File: src/rtl/rstn_gen_if.sv
// Handshake bundle between the reset generator, its requester and the
// destination reset domain it controls.
interface rstn_gen_if;
  logic i_soft_rst_req;
  logic i_dst_rst_n;
  logic o_rst_n;
  logic o_busy;
  logic o_done;
  logic o_err;

  modport master (
    output i_soft_rst_req,
    output i_dst_rst_n,
    input  o_rst_n,
    input  o_busy,
    input  o_done,
    input  o_err
  );

  modport slave (
    input  i_soft_rst_req,
    input  i_dst_rst_n,
    output o_rst_n,
    output o_busy,
    output o_done,
    output o_err
  );
endinterface

File: src/rtl/rstn_gen.sv
// Reset-generation side of the async-assert / sync-release scheme: drives a
// registered active-low reset into a destination domain and handshakes on its ack.
module rstn_gen #(
  parameter int unsigned RST_HOLD_CYC = 16,
  parameter int unsigned TIMEOUT_CYC  = 64,
  parameter int unsigned ACK_SYNC_LVL = 2
) (
  input  logic      i_clk,
  input  logic      i_asyn_rst_n,
  rstn_gen_if.slave bus
);

  localparam int unsigned      CNT_W     = $clog2(TIMEOUT_CYC + 1);
  localparam logic [CNT_W-1:0] HOLD_LAST = CNT_W'(RST_HOLD_CYC - 1);
  localparam logic [CNT_W-1:0] TO_LAST   = CNT_W'(TIMEOUT_CYC - 1);
  localparam logic [CNT_W-1:0] TO_MAX    = CNT_W'(TIMEOUT_CYC);
  localparam logic [CNT_W-1:0] CNT_ONE   = CNT_W'(1);
  localparam logic [CNT_W-1:0] CNT_ZERO  = CNT_W'(0);

  typedef enum logic [1:0] {
    ST_IDLE    = 2'd0,
    ST_ASSERT  = 2'd1,
    ST_RELEASE = 2'd2,
    ST_DONE    = 2'd3
  } state_e;

  state_e                  state_q, state_d;
  logic [CNT_W-1:0]        cnt_q, cnt_d;
  logic [ACK_SYNC_LVL-1:0] ack_sync_q;
  logic                    rst_n_q, rst_n_d;
  logic                    err_q, err_d;
  logic                    dst_ack_s;
  logic                    cnt_run_s;

  assign dst_ack_s = ack_sync_q[ACK_SYNC_LVL-1];

  // Bring the destination's reset level into this clock domain.
  always_ff @(posedge i_clk or negedge i_asyn_rst_n) begin
    if (!i_asyn_rst_n) begin
      ack_sync_q <= {ACK_SYNC_LVL{1'b0}};
    end else begin
      ack_sync_q <= {ack_sync_q[ACK_SYNC_LVL-2:0], bus.i_dst_rst_n};
    end
  end

  // Sequence FSM: next state, sticky error and the hold/timeout counter.
  always_comb begin
    state_d   = state_q;
    err_d     = err_q;
    cnt_d     = cnt_q;
    cnt_run_s = 1'b0;
    case (state_q)
      ST_IDLE: begin
        if (bus.i_soft_rst_req) begin
          state_d = ST_ASSERT;
          err_d   = 1'b0;
        end else begin
          state_d = ST_IDLE;
        end
      end
      ST_ASSERT: begin
        cnt_run_s = 1'b1;
        if ((cnt_q >= HOLD_LAST) && !dst_ack_s) begin
          state_d = ST_RELEASE;
        end else if (cnt_q == TO_LAST) begin
          state_d = ST_RELEASE;
          err_d   = 1'b1;
        end else begin
          state_d = ST_ASSERT;
        end
      end
      ST_RELEASE: begin
        cnt_run_s = 1'b1;
        if (dst_ack_s) begin
          state_d = ST_DONE;
        end else if (cnt_q == TO_LAST) begin
          state_d = ST_DONE;
          err_d   = 1'b1;
        end else begin
          state_d = ST_RELEASE;
        end
      end
      ST_DONE: begin
        state_d = ST_IDLE;
      end
      default: begin
        state_d = ST_IDLE;
      end
    endcase

    // Every transition is a state entry, so the counter restarts on any change.
    if (state_d != state_q) begin
      cnt_d = CNT_ZERO;
    end else if (cnt_run_s && (cnt_q != TO_MAX)) begin
      cnt_d = cnt_q + CNT_ONE;
    end else begin
      cnt_d = cnt_q;
    end

    rst_n_d = (state_d != ST_ASSERT);
  end

  // State, counter, error and the generated reset flop.
  always_ff @(posedge i_clk or negedge i_asyn_rst_n) begin
    if (!i_asyn_rst_n) begin
      state_q <= ST_ASSERT;
      cnt_q   <= CNT_ZERO;
      err_q   <= 1'b0;
      rst_n_q <= 1'b0;
    end else begin
      state_q <= state_d;
      cnt_q   <= cnt_d;
      err_q   <= err_d;
      rst_n_q <= rst_n_d;
    end
  end

  assign bus.o_rst_n = rst_n_q;
  assign bus.o_busy  = (state_q != ST_IDLE);
  assign bus.o_done  = (state_q == ST_DONE);
  assign bus.o_err   = err_q;

endmodule

File: src/flat_wrapper.sv
// flat-port wrapper written by rule: the top's interface ports become plain ports
module rstn_gen_flat 
#(
  parameter int unsigned RST_HOLD_CYC = 16,
  parameter int unsigned TIMEOUT_CYC  = 64,
  parameter int unsigned ACK_SYNC_LVL = 2
)
  (i_clk, i_asyn_rst_n, bus_i_soft_rst_req, bus_i_dst_rst_n, bus_o_rst_n, bus_o_busy, bus_o_done, bus_o_err);
  rstn_gen_if bus_i ();
  input  logic i_clk;
  input  logic i_asyn_rst_n;
  input wire logic [$bits(bus_i.i_soft_rst_req)-1:0] bus_i_soft_rst_req;
  input wire logic [$bits(bus_i.i_dst_rst_n)-1:0] bus_i_dst_rst_n;
  output wire logic [$bits(bus_i.o_rst_n)-1:0] bus_o_rst_n;
  output wire logic [$bits(bus_i.o_busy)-1:0] bus_o_busy;
  output wire logic [$bits(bus_i.o_done)-1:0] bus_o_done;
  output wire logic [$bits(bus_i.o_err)-1:0] bus_o_err;
  assign bus_i.i_soft_rst_req = bus_i_soft_rst_req;
  assign bus_i.i_dst_rst_n = bus_i_dst_rst_n;
  assign bus_o_rst_n = bus_i.o_rst_n;
  assign bus_o_busy = bus_i.o_busy;
  assign bus_o_done = bus_i.o_done;
  assign bus_o_err = bus_i.o_err;
  rstn_gen #(.RST_HOLD_CYC(RST_HOLD_CYC), .TIMEOUT_CYC(TIMEOUT_CYC), .ACK_SYNC_LVL(ACK_SYNC_LVL)) u_core (.i_clk(i_clk), .i_asyn_rst_n(i_asyn_rst_n), .bus(bus_i));
endmodule
File: config.mk
export PLATFORM = sky130hd
export DESIGN_NAME = rstn_gen_flat
export DESIGN_NICKNAME = d
export VERILOG_FILES = /design/src/rtl/rstn_gen_if.sv /design/src/rtl/rstn_gen.sv /design/src/flat_wrapper.sv
export SDC_FILE = /design/constraint.sdc
export NUM_CORES = 1
export LEC_CHECK = 0
export CAP_MARGIN = 20
export CORE_MARGIN = 4
export CORE_UTILIZATION = 55
export CTS_CLUSTER_DIAMETER = 200
export CTS_CLUSTER_SIZE = 40
export DETAILED_ROUTE_END_ITERATION = 10
export GPL_TIMING_DRIVEN = 0
export HOLD_SLACK_MARGIN = 0.1
export PLACE_DENSITY = 0.81
export SLEW_MARGIN = 15
export SYNTH_ARGS = -nofsm -noshare
export SYNTH_HDL_FRONTEND = slang
export SYNTH_SLANG_ARGS = --single-unit
File: constraint.sdc
create_clock -name i_clk -period 3.8 [get_ports i_clk]
set_input_delay 0.76 -clock i_clk [delete_from_list [all_inputs] [get_ports i_clk]]
set_output_delay 0.76 -clock i_clk [all_outputs]
set_load 0.005 [all_outputs]
Word level (Yosys, flattened, before mapping)

Cells that the tools add are included.
Widths: inputs -> output; s select.

ROM bits: 0
Bits in latches: 0
Logic and storage cells: 40
Output and inout port bits: 4
Memory bits (writable): 0
Register bits after elaboration: 13
Memories: 0

Reduce and logical (&&, ||, !) cells: 9
Shifts and indexed selects: 0
Muxes and demuxes: 14
Multipliers: 0
Add/subtract/negate cells: 1
Bitwise operators: 0
Divide/modulo/power cells: 0
Magnitude comparators: 1
Eq/ne operators: 10

Operators by type and width:

| operator            | number |
|---|---|
| $mux 7              | 2 |
| $pmux 2 s4          | 1 |
| $add 7x1->7 const B | 1 |
| $eq 7x6->1 const B  | 1 |
| $ge 7x4->1 const B  | 1 |
| $mux 1              | 7 |
| $ne 7x7->1 const B  | 1 |
| $mux 2              | 3 |
| $ne 2x2->1 const B  | 3 |
| $eq 2x2->1 const B  | 2 |
| $reduce_and 4->1    | 1 |
| $reduce_bool 2->1   | 2 |
| $pmux 1 s3          | 1 |
| $reduce_bool 3->1   | 1 |
| $eq 2x1->1 const B  | 1 |
| $logic_and 1x1->1   | 2 |
| $logic_not 2->1     | 1 |
| $ne 2x1->1 const B  | 1 |
| $ne 2x2->1          | 1 |
| $reduce_or 2->1     | 1 |
| $logic_not 1->1     | 1 |

Longest topological paths before layout

Gate-level depths: netlist (run 1).

Depth in word-level cells: 6
Mapped depth: 7
Gate-level depth less buffers: 7

Worst setup path after synthesis (run 1)

No wires, ideal clock.

Path type: register to register
Start point: reg u_core.state_q[0]
End point: reg u_core.cnt_q[5]
Setup time: 0.087 ns
Arrival time: 1.757 ns
Setup slack: 1.957 ns
Clock period less this slack: 1.843 ns
Cell stages (with the launch flop): 7
Cells stage by stage: dfstp_2 inv_1 ha_1 inv_1 or4_1 xor2_1 nor3_1

Longest elaborated chain between the ends: 5
Elaborated cells on any way between the ends: 11
Those cells by class: 4 x eq/ne; 3 x mux; 4 x reduce/logical

RTL lines:

| element                                        | RTL line        | source |
|---|---|---|
| start, declared                                | rstn_gen.sv:27  | `state_e state_q, state_d;` |
| start signal, assigned                         | rstn_gen.sv:111 | `state_q <= state_d;` |
| branches (longest 5 deep; another with $mux 7) | --              |  |
| end signal, assigned                           | rstn_gen.sv:112 | `cnt_q <= cnt_d;` |
| end, declared                                  | rstn_gen.sv:28  | `logic [CNT_W-1:0] cnt_q, cnt_d;` |

Parallel ways; which one is timed is not known.
A chain may end at the register's enable or synchronous reset.

Worst setup path after layout (run 1)

Start point: reg u_core.state_q[0]
End point: out bus_o_busy

Longest elaborated chain between the ends: 1

RTL lines:

| element           | RTL line           | source |
|---|---|---|
| $reduce_bool 2->1 | rstn_gen.sv:119    | `assign bus.o_busy = (state_q != ST_IDLE);` |
| end, declared     | flat_wrapper.sv:15 | `output wire logic [$bits(bus_i.o_busy)-1:0] bus_o_busy;` |

Every way passes these cells.

==> flow_metrics.tcl, run 1 <==
set metrics [dict create \
    status "finished clean" \
    pwr_density_cell_nw_per_um2 563 \
    synthesis.nets 93 \
    grt_first_pass_wirelength_um 3030 \
    ff2ff_path_depth 5 \
    p_leak_nw 0.412 \
    yosysTopAreaCell "dfrtp_1" \
    port_buffers 7 \
    min_to "u_core.ack_sync_q[1]" \
    hp-class "flop to flop" \
    syn2layout_area_growth_pct 14.3 \
    cap_violations 0 \
    critPathTopFamily "buffers and inverters" \
    synth_fa_ha_area_share_pct 9.33 \
    postPlaceCellArea_um2 893 \
    die_w_um 46.2 \
    setup_viol 0 \
    sw_frac_of_total_pct 41.3 \
    finalCritPeriodShare_pct 69.7 \
    switchingPower_uw 214 \
    holdBufCountCts 0 \
    die_y_um 46.2 \
    synth.area.top_cells "dfrtp_1 37%, ha_1 9.3%, nor3_1 5.6%" \
    vias_per_cell 6.39 \
    ys_seq_area_share_pct 40.6 \
    pwr-share-comb_pct 43.6 \
    antenna_cells 0 \
    syn-cell-area_um2 805 \
    first_global_vias 692 \
    cts_num_sinks 13 \
    clk_transition_reported_paths_ns 0.08 \
    syn_area_per_cell_um2 9.69 \
    cts_resized 0 \
    p_clk_share_pct 16.8 \
    vias 697 \
    ant_nets 0 \
    fillers 97 \
    final_area_um2 920 \
    worstMarginPinSlew_ns 0.592 \
    dpl_worst_slack_ns 1.47 \
    grt_usage_pct 20.2 \
    clock.fmax_mhz 378 \
    cts_max_path_buffers 2 \
    gp_congestion 0.863 \
    ys_ff_latch 13 \
    grt_antenna_before_repair 0 \
    path_common_cell "inv_1" \
    cp_cell_sequence "inv_1 -> ha_1 -> inv_1 -> clkdlybuf4s50_1" \
    crit_type "flop to primary output" \
    nets 105 \
    crit_path_end_kind "primary output" \
    drtIter0Drc 47 \
    drt_first_pass_iters 4 \
    p_int_uw 304 \
    routed_wirelength_um 1770 \
    cp-start-kind "flop" \
    synthXorXnorAreaFrac_pct 6.53 \
    slowest_delay_ns 0.61 \
    peakVddDrop_v 0.000400 \
    whs_ns 0.355 \
    io_pins 8 \
    cts_tree "yes" \
    finClkSkew_ns 0.00377 \
    worst_path_max_delay_cell "dfstp_2" \
    post_cts_buffers 0 \
    synth_compound_area_share_pct 17.9 \
    synth_top_family_by_area "simple AND/OR/NAND/NOR gates" \
    wl_per_cell_um 16.3 \
    seq_power_share_pct 39.6 \
    worstReg2RegEnd "u_core.cnt_q[1]" \
    cp.required_ns 3.04 \
    period_minus_slack_ns 2.65 \
    final-max-slew-violation-count 0 \
    clk_latency_ns 0.28 \
    htree_levels 1 \
    die_area_um2 2140 \
    synth.area.mux_share_pct 3.73 \
    hpwlAfterDp_um 1340 \
    critPathMaxFanout 7 \
    syn_inst 83 \
    synthSimpleGateAreaFrac_pct 18.7 \
    min_path_cells 0 \
    row_count 13 \
    min_from "u_core.ack_sync_q[0]" \
    grt_max_degree 14 \
    cts_root_buf "clkbuf_4" \
    relSlewSlack_pct 60.2 \
    drive_above_1_share_pct 8.51 \
    yosysTopAreaCellShare_pct 37.3 \
    grt_overflow 0 \
    initial_utilization_pct 60.3 \
    rsz0062_at_grt "false" \
    path_buf_inv 3 \
    tns_ns 0 \
    hold_violations 0 \
    cts_inserted_buffers 3 \
    worstPathArrival_ns 1.89 \
    drc_errors 0 \
    reg2reg_from "u_core.state_q[0]" \
    worst_slack_ns 1.15 \
    reg2reg_slack_ns 1.73 \
    synth_warnings 0 \
    ys_types 30 \
    coreArea_um2 1330 \
]
[metrics by stage]
stage	std cells	total power, mW	util [%]
2_1_floorplan	83	0.357	-
3_3_place_gp	105	0.410	67.0
3_5_place_dp	105	0.429	67.0
4_1_cts	109	0.516	68.9
5_1_grt	109	0.562	68.9
6_report	109	0.518	68.9
[placed cells by master, fill, tap and decap left out, types with 3 or more instances in the layout]
master,synthesis,layout
a21oi_1,6,6
clkbuf_4,0,3
clkdlybuf4s50_1,0,7
dfrtp_1,12,12
ha_1,6,6
inv_1,7,7
mux2i_1,3,3
nand2_1,3,3
nor2_1,4,4
nor3_1,9,9
xnor2_1,3,3
xor2_1,3,3
[per-layer routing]
| metal | track usage, % | vias to the layer above | wire length, um |
|---|---|---|---|
| li1 | - | 324 | - |
| met4 | 9.09 | 0 | 21 |
| met5 | 0 | - | 0 |
| met2 | 32.1 | 39 | 856 |
| met3 | 5.47 | 4 | 168 |
| met1 | 25.3 | 330 | 726 |
[state kept, by name, indices dropped and copies added (netlist names)]
| register | flops |
|---|---|
| u_core.bus.o_rst_n | 1 |
| u_core.state_q | 2 |
| u_core.cnt_q | 7 |
| u_core.bus.o_err | 1 |
| u_core.ack_sync_q | 2 |
[power groups by stage]
stage          logic [mW]  clock network, mW  registers [mW]
6_report            0.226             0.0872           0.205
3_5_place_dp        0.222                  0           0.207
3_3_place_gp        0.206                  0           0.205
2_1_floorplan       0.158                  0           0.198
4_1_cts             0.225             0.0872           0.204
5_1_grt             0.253             0.0974           0.211
[layout make-up]
| cell class | count | area (um2) | area share (%) |
|---|---|---|---|
| multi-input cells | 63 | 452 | 49.1 |
| flip-flops and latches | 13 | 327 | 35.5 |
| repair buffers | 7 | 70.1 | 7.62 |
| clock buffers | 4 | 26.3 | 2.86 |
| inverters | 7 | 26.3 | 2.86 |
| well taps | 15 | 18.8 | 2.04 |
[synthesized netlist by cell type]
cell type  instances
a211o_1            1
a211oi_2           1
a21oi_1            6
a31oi_1            2
a32oi_1            1
dfrtp_1           12
dfstp_2            1
ha_1               6
inv_1              7
mux2i_1            3
nand2_1            3
nand2b_1           2
nand3_1            1
nand4_1            2
nand4bb_1          1
nor2_1             4
nor3_1             9
nor3_2             1
o211a_2            1
o21a_1             1
o21ai_0            2
o21ai_1            1
o21ba_2            1
o21bai_1           2
o22ai_1            1
o31ai_1            1
or3_1              2
or4_1              2
xnor2_1            3
xor2_1             3
[worst max path at each step]
stage / from / end / cells past startpoint
2_1_floorplan: u_core.state_q[0] / u_core.cnt_q[5] / 6
3_3_place_gp: u_core.state_q[0] / bus_o_busy / 4
3_5_place_dp: u_core.state_q[0] / bus_o_busy / 4
4_1_cts: u_core.state_q[0] / bus_o_busy / 4
5_1_grt: u_core.state_q[0] / bus_o_busy / 4
6_report: u_core.state_q[0] / bus_o_busy / 4
[cell families (layout without fill, tap and decap cells)]
group / Yosys count / count (layout)
compound gates: 21 / 21
xor+xnor: 6 / 6
fa+ha+maj: 6 / 6
buf+inv: 7 / 18
flops: 13 / 13
mux: 3 / 3
simple gates: 27 / 27
Note: power is estimated with default switching activity, not from simulation.
==> run 2, diff against run 1 <==
- CORE_UTILIZATION: 55 -> 54
- PLACE_DENSITY: 0.81 -> 0.8
- clock period: 3.8 -> 2.59 ns (I/O delays scaled with it)
==> run 2 against run 1 <==
  * Count of clock-buffer cells in the layout unchanged
  * Routed wire length decreased by 11%
  * Total power is 44% higher
  * Clock skew is 0.0029 ns lower
  * Cell area is the same
  * Critical endpoint unchanged
  * Sequential power rose by 47%
  * Highest routed layer unchanged
  * Global-route usage down 2.5 points
==> flow_metrics.tcl, run 2 (synthesis results as in run 1) <==
set metrics [dict create \
    cp-start-kind "flop" \
    nets 105 \
    drc_errors 0 \
    whs_ns 0.358 \
    cap_violations 0 \
    dpl_worst_slack_ns 0.516 \
    holdBufCountCts 0 \
    grt_first_pass_wirelength_um 2760 \
    status "finished clean" \
    utilization_pct 68.1 \
    initial_utilization_pct 59.6 \
    die_y_um 46.6 \
    antenna_cells 0 \
    biggestRegsByFlops "u_core.cnt_q: 7 flops, u_core.ack_sync_q: 2 flops, u_core.state_q: 2 flops" \
    largest-register "u_core.cnt_q" \
    path_buf_inv 3 \
    grt_usage_pct 17.7 \
    reg2reg_slack_ns 0.51 \
    cp_cell_sequence "inv_1 -> ha_1 -> inv_1 -> clkdlybuf4s50_1" \
    final-max-slew-violation-count 0 \
    pwr_density_cell_nw_per_um2 812 \
    reg2reg_from "u_core.state_q[0]" \
    wl_per_cell_um 14.4 \
    cp.required_ns 2.07 \
    cts_num_sinks 13 \
    vias 645 \
    htree_levels 1 \
    rsz0062_at_grt "false" \
    path_common_cell "inv_1" \
    crit_end "bus_o_busy" \
    worstMarginPinSlew_ns 0.593 \
    post_cts_buffers 0 \
    ant_nets 0 \
    cts_resized 0 \
    largest_reg_flops 7 \
    p_clk_share_pct 16.9 \
    hp-class "flop to flop" \
    finClkSkew_ns 0.000892 \
    row_count 13 \
    finalCritPeriodShare_pct 91.3 \
    routed_wirelength_um 1570 \
    grt_overflow 0 \
    pwr-share-comb_pct 42.7 \
    gp_congestion 0.802 \
    syn2layout_area_growth_pct 14.3 \
    p_leak_nw 0.412 \
    crit_type "flop to primary output" \
    first_global_vias 636 \
    cp-startpoint "u_core.state_q[0]" \
    clock.fmax_mhz 423 \
    seq_power_share_pct 40.4 \
    switchingPower_uw 300 \
    power_uw 747 \
    period_minus_slack_ns 2.37 \
    critPathTopFamily "buffers and inverters" \
    final_cell_mix "12 x dfrtp_1, 9 x nor3_1, 7 x inv_1, 7 x clkdlybuf4s50_1" \
    crit_path_end_kind "primary output" \
    die_w_um 46.6 \
    cts_inserted_buffers 3 \
    setup_viol 0 \
    worstPathArrival_ns 1.85 \
    drtIter0Drc 19 \
    sw_frac_of_total_pct 40.2 \
    min_path_cells 0 \
    vias_per_cell 5.92 \
    fillers 101 \
    ff2ff_path_depth 5 \
    worst_path_max_delay_cell "dfstp_2" \
    cts_root_buf "clkbuf_4" \
    worst_slack_ns 0.225 \
    cts_tree "yes" \
    cts_max_path_buffers 2 \
    worstReg2RegEnd "u_core.cnt_q[3]" \
    die_area_um2 2170 \
    port_buffers 7 \
    critPathMaxFanout 7 \
    relSlewSlack_pct 60.2 \
    p_int_uw 447 \
    clk_latency_ns 0.27 \
    coreArea_um2 1350 \
    hold_violations 0 \
    slowest_delay_ns 0.61 \
    tns_ns 0 \
    grt_max_degree 14 \
    path_depth 4 \
    io_pins 8 \
    clk_transition_reported_paths_ns 0.08 \
    drt_first_pass_iters 5 \
    hpwlAfterDp_um 1200 \
    grt_antenna_before_repair 0 \
    peakVddDrop_v 0.000558 \
    mostFrequentLayoutCell "dfrtp_1" \
    drive_above_1_share_pct 8.51 \
]
## run 2: cell counts in the layout (fill, tap and decap cells not counted)
Identical to the previous run, type by type.
## run 2: worst min-delay path by stage
stage / start / endpoint / slack, ns
2_1_floorplan: i_asyn_rst_n / u_core.ack_sync_q[0] / 0.22
3_3_place_gp: u_core.ack_sync_q[0] / u_core.ack_sync_q[1] / 0.34
3_5_place_dp: u_core.ack_sync_q[0] / u_core.ack_sync_q[1] / 0.34
4_1_cts: u_core.ack_sync_q[0] / u_core.ack_sync_q[1] / 0.35
5_1_grt: u_core.ack_sync_q[0] / u_core.ack_sync_q[1] / 0.37
6_report: u_core.ack_sync_q[0] / u_core.ack_sync_q[1] / 0.36
## run 2: power by group through the flow
stage	logic [mW]	clock network, mW	registers (mW)
after floorplan	0.232	0	0.291
after global placement	0.302	0	0.300
after detailed placement	0.317	0	0.304
after CTS	0.319	0.129	0.300
after global routing	0.360	0.139	0.309
final	0.319	0.126	0.302
## run 2: through the flow
stage | std cells | instance area (um2)
floorplan | 83 | 805
global placement | 105 | 893
detailed placement | 105 | 893
CTS | 109 | 920
global route | 109 | 920
finish | 109 | 920
## run 2: final cells by class
| type | count | area (um2) | share of cell area, % |
|---|---|---|---|
| Sequential cell | 13 | 327 | 35.5 |
| Inverter | 7 | 26.3 | 2.86 |
| Tap cell | 15 | 18.8 | 2.04 |
| Multi-Input combinational cell | 63 | 452 | 49.1 |
| Clock buffer | 4 | 26.3 | 2.86 |
| Timing Repair Buffer | 7 | 70.1 | 7.62 |
## run 2: worst register-to-register path, stage by stage (launching register included)
cell and delay (ns):
dfstp_2 0.61, ha_1 0.27, inv_1 0.10, or4_1 0.52
o211a_2 0.21, nor3_1 0.26
## run 2: routing by layer
layer,GRT usage [%],wire length [um],vias to the layer above
li1,-,-,327
met2,28.0,713,14
met1,24.2,764,302
met5,0,0,-
met3,3.52,84,2
met4,5.11,8,0
==> run 3, diff against run 2 <==
- CORE_MARGIN: 4 -> 10
- RECOVER_POWER: unset -> 100
==> run 3 against run 2 <==
  * Core utilization down 0.28 points
  * Critical endpoint unchanged
  * Highest routed layer unchanged
  * Non-clock buffer count stayed put
  * Die area rose by 58%
==> flow_metrics.tcl, run 3 (synthesis results as in run 1) <==
set metrics [dict create \
    status "finished clean" \
    grt_usage_pct 10.3 \
    critPathMaxFanout 7 \
    first_global_vias 624 \
    cts_inserted_buffers 3 \
    routed_wirelength_um 1630 \
    hp-class "flop to flop" \
    clock.fmax_mhz 414 \
    dpl_worst_slack_ns 0.515 \
    final_cell_mix "12 x dfrtp_1, 9 x nor3_1, 7 x inv_1" \
    die_w_um 58.6 \
    grt_max_degree 14 \
    die_y_um 58.6 \
    min_to "u_core.ack_sync_q[1]" \
    grt_overflow 0 \
    tns_ns 0 \
    drc_errors 0 \
    worstPathArrival_ns 1.90 \
    grt_use_met2_pct 14.1 \
    peakVddDrop_v 0.000579 \
    drive_above_1_share_pct 7.45 \
    p_leak_nw 0.430 \
    rsz0062_at_grt "false" \
    pwr_density_cell_nw_per_um2 812 \
    cts_max_path_buffers 2 \
    utilization_pct 67.8 \
    vias 652 \
    gp_congestion 0.792 \
    period_minus_slack_ns 2.42 \
    min_path_cells 0 \
    initial_utilization_pct 59.6 \
    cp-start-kind "flop" \
    wl_per_cell_um 14.9 \
    htree_levels 1 \
    largest_reg_flops 7 \
    postPlaceCellArea_um2 893 \
    grt_first_pass_wirelength_um 2790 \
    holdBufCountCts 0 \
    port_buffers 7 \
    syn2layout_area_growth_pct 13.8 \
    die_area_um2 3430 \
    worstMarginPinSlew_ns 0.560 \
    reg2reg_slack_ns 0.54 \
    fillers 106 \
    row_count 13 \
    crit_type "flop to primary output" \
    largest-register "u_core.cnt_q" \
    coreArea_um2 1350 \
    whs_ns 0.364 \
    cap_violations 0 \
    hold_violations 0 \
    io_pins 8 \
    reg2reg_from "u_core.state_q[0]" \
    ant_nets 0 \
    biggestRegsByFlops "u_core.cnt_q: 7 flops, u_core.ack_sync_q: 2 flops, u_core.state_q: 2 flops" \
    final_area_um2 916 \
    relSlewSlack_pct 62.5 \
    crit_path_end_kind "primary output" \
    grt.met3_usage_pct 4.72 \
    grt_busiest_layer "met2" \
    cts_num_sinks 13 \
    worstReg2RegEnd "u_core.cnt_q[1]" \
    min_from "u_core.ack_sync_q[0]" \
    finalCritPeriodShare_pct 93.3 \
    grt_antenna_before_repair 0 \
    clk_transition_reported_paths_ns 0.09 \
    clk_latency_ns 0.29 \
    nets 105 \
    drtIter0Drc 23 \
    mostFrequentLayoutCell "dfrtp_1" \
    setup_viol 0 \
    drt_first_pass_iters 4 \
    cp.required_ns 2.07 \
    vias_per_cell 5.98 \
    cts_tree "yes" \
    post_cts_buffers 0 \
    cts_root_buf "clkbuf_4" \
    cts_resized 0 \
    ff2ff_path_depth 5 \
    final-max-slew-violation-count 0 \
    worst_slack_ns 0.175 \
    hpwlAfterDp_um 1210 \
    antenna_cells 0 \
    finClkSkew_ns 0.000451 \
    met1_usage_pct 13.2 \
]
==> run 3: per-stage QoR <==
stage               total power, mW  instances
floorplan                     0.524         83
global placement              0.605        105
detailed placement            0.616        105
CTS                           0.752        109
global route                  0.800        109
finish                        0.743        109
==> run 3: critical path, stage by stage, from the launching register on <==
cell and delay [ns]:
dfstp_2 0.62, inv_1 0.09, ha_1 0.28, inv_1 0.10, clkdlybuf4s50_1 0.51
==> run 3: final cells by class <==
type	count	area [um2]	area share (%)
Clock inverter	1	5.00	0.546
Multi-Input combinational cell	63	447	48.8
Tap cell	15	18.8	2.05
Inverter	7	26.3	2.87
Sequential cell	13	327	35.7
Timing Repair Buffer	7	70.1	7.65
Clock buffer	3	22.5	2.46
==> run 3: per-layer routing <==
metal | vias to the layer above | part of all wire [%]
li1 | 324 | -
met5 | - | 0
met1 | 296 | 47
met2 | 25 | 41
met4 | 0 | 2.3
met3 | 7 | 9.6
==> run 3: how the worst max path moves through the flow <==
stage / endpoint / depth (start not counted) / from
2_1_floorplan: u_core.cnt_q[5] / 6 / u_core.state_q[0]
3_3_place_gp: bus_o_busy / 4 / u_core.state_q[0]
3_5_place_dp: bus_o_busy / 4 / u_core.state_q[0]
4_1_cts: bus_o_busy / 4 / u_core.state_q[0]
5_1_grt: bus_o_busy / 4 / u_core.state_q[0]
6_report: bus_o_busy / 4 / u_core.state_q[0]
==> run 3: where the power goes <==
group | switching, mW | internal [mW]
logic | 0.173 | 0.134
clock network | 0.0786 | 0.0576
registers | 0.0521 | 0.248
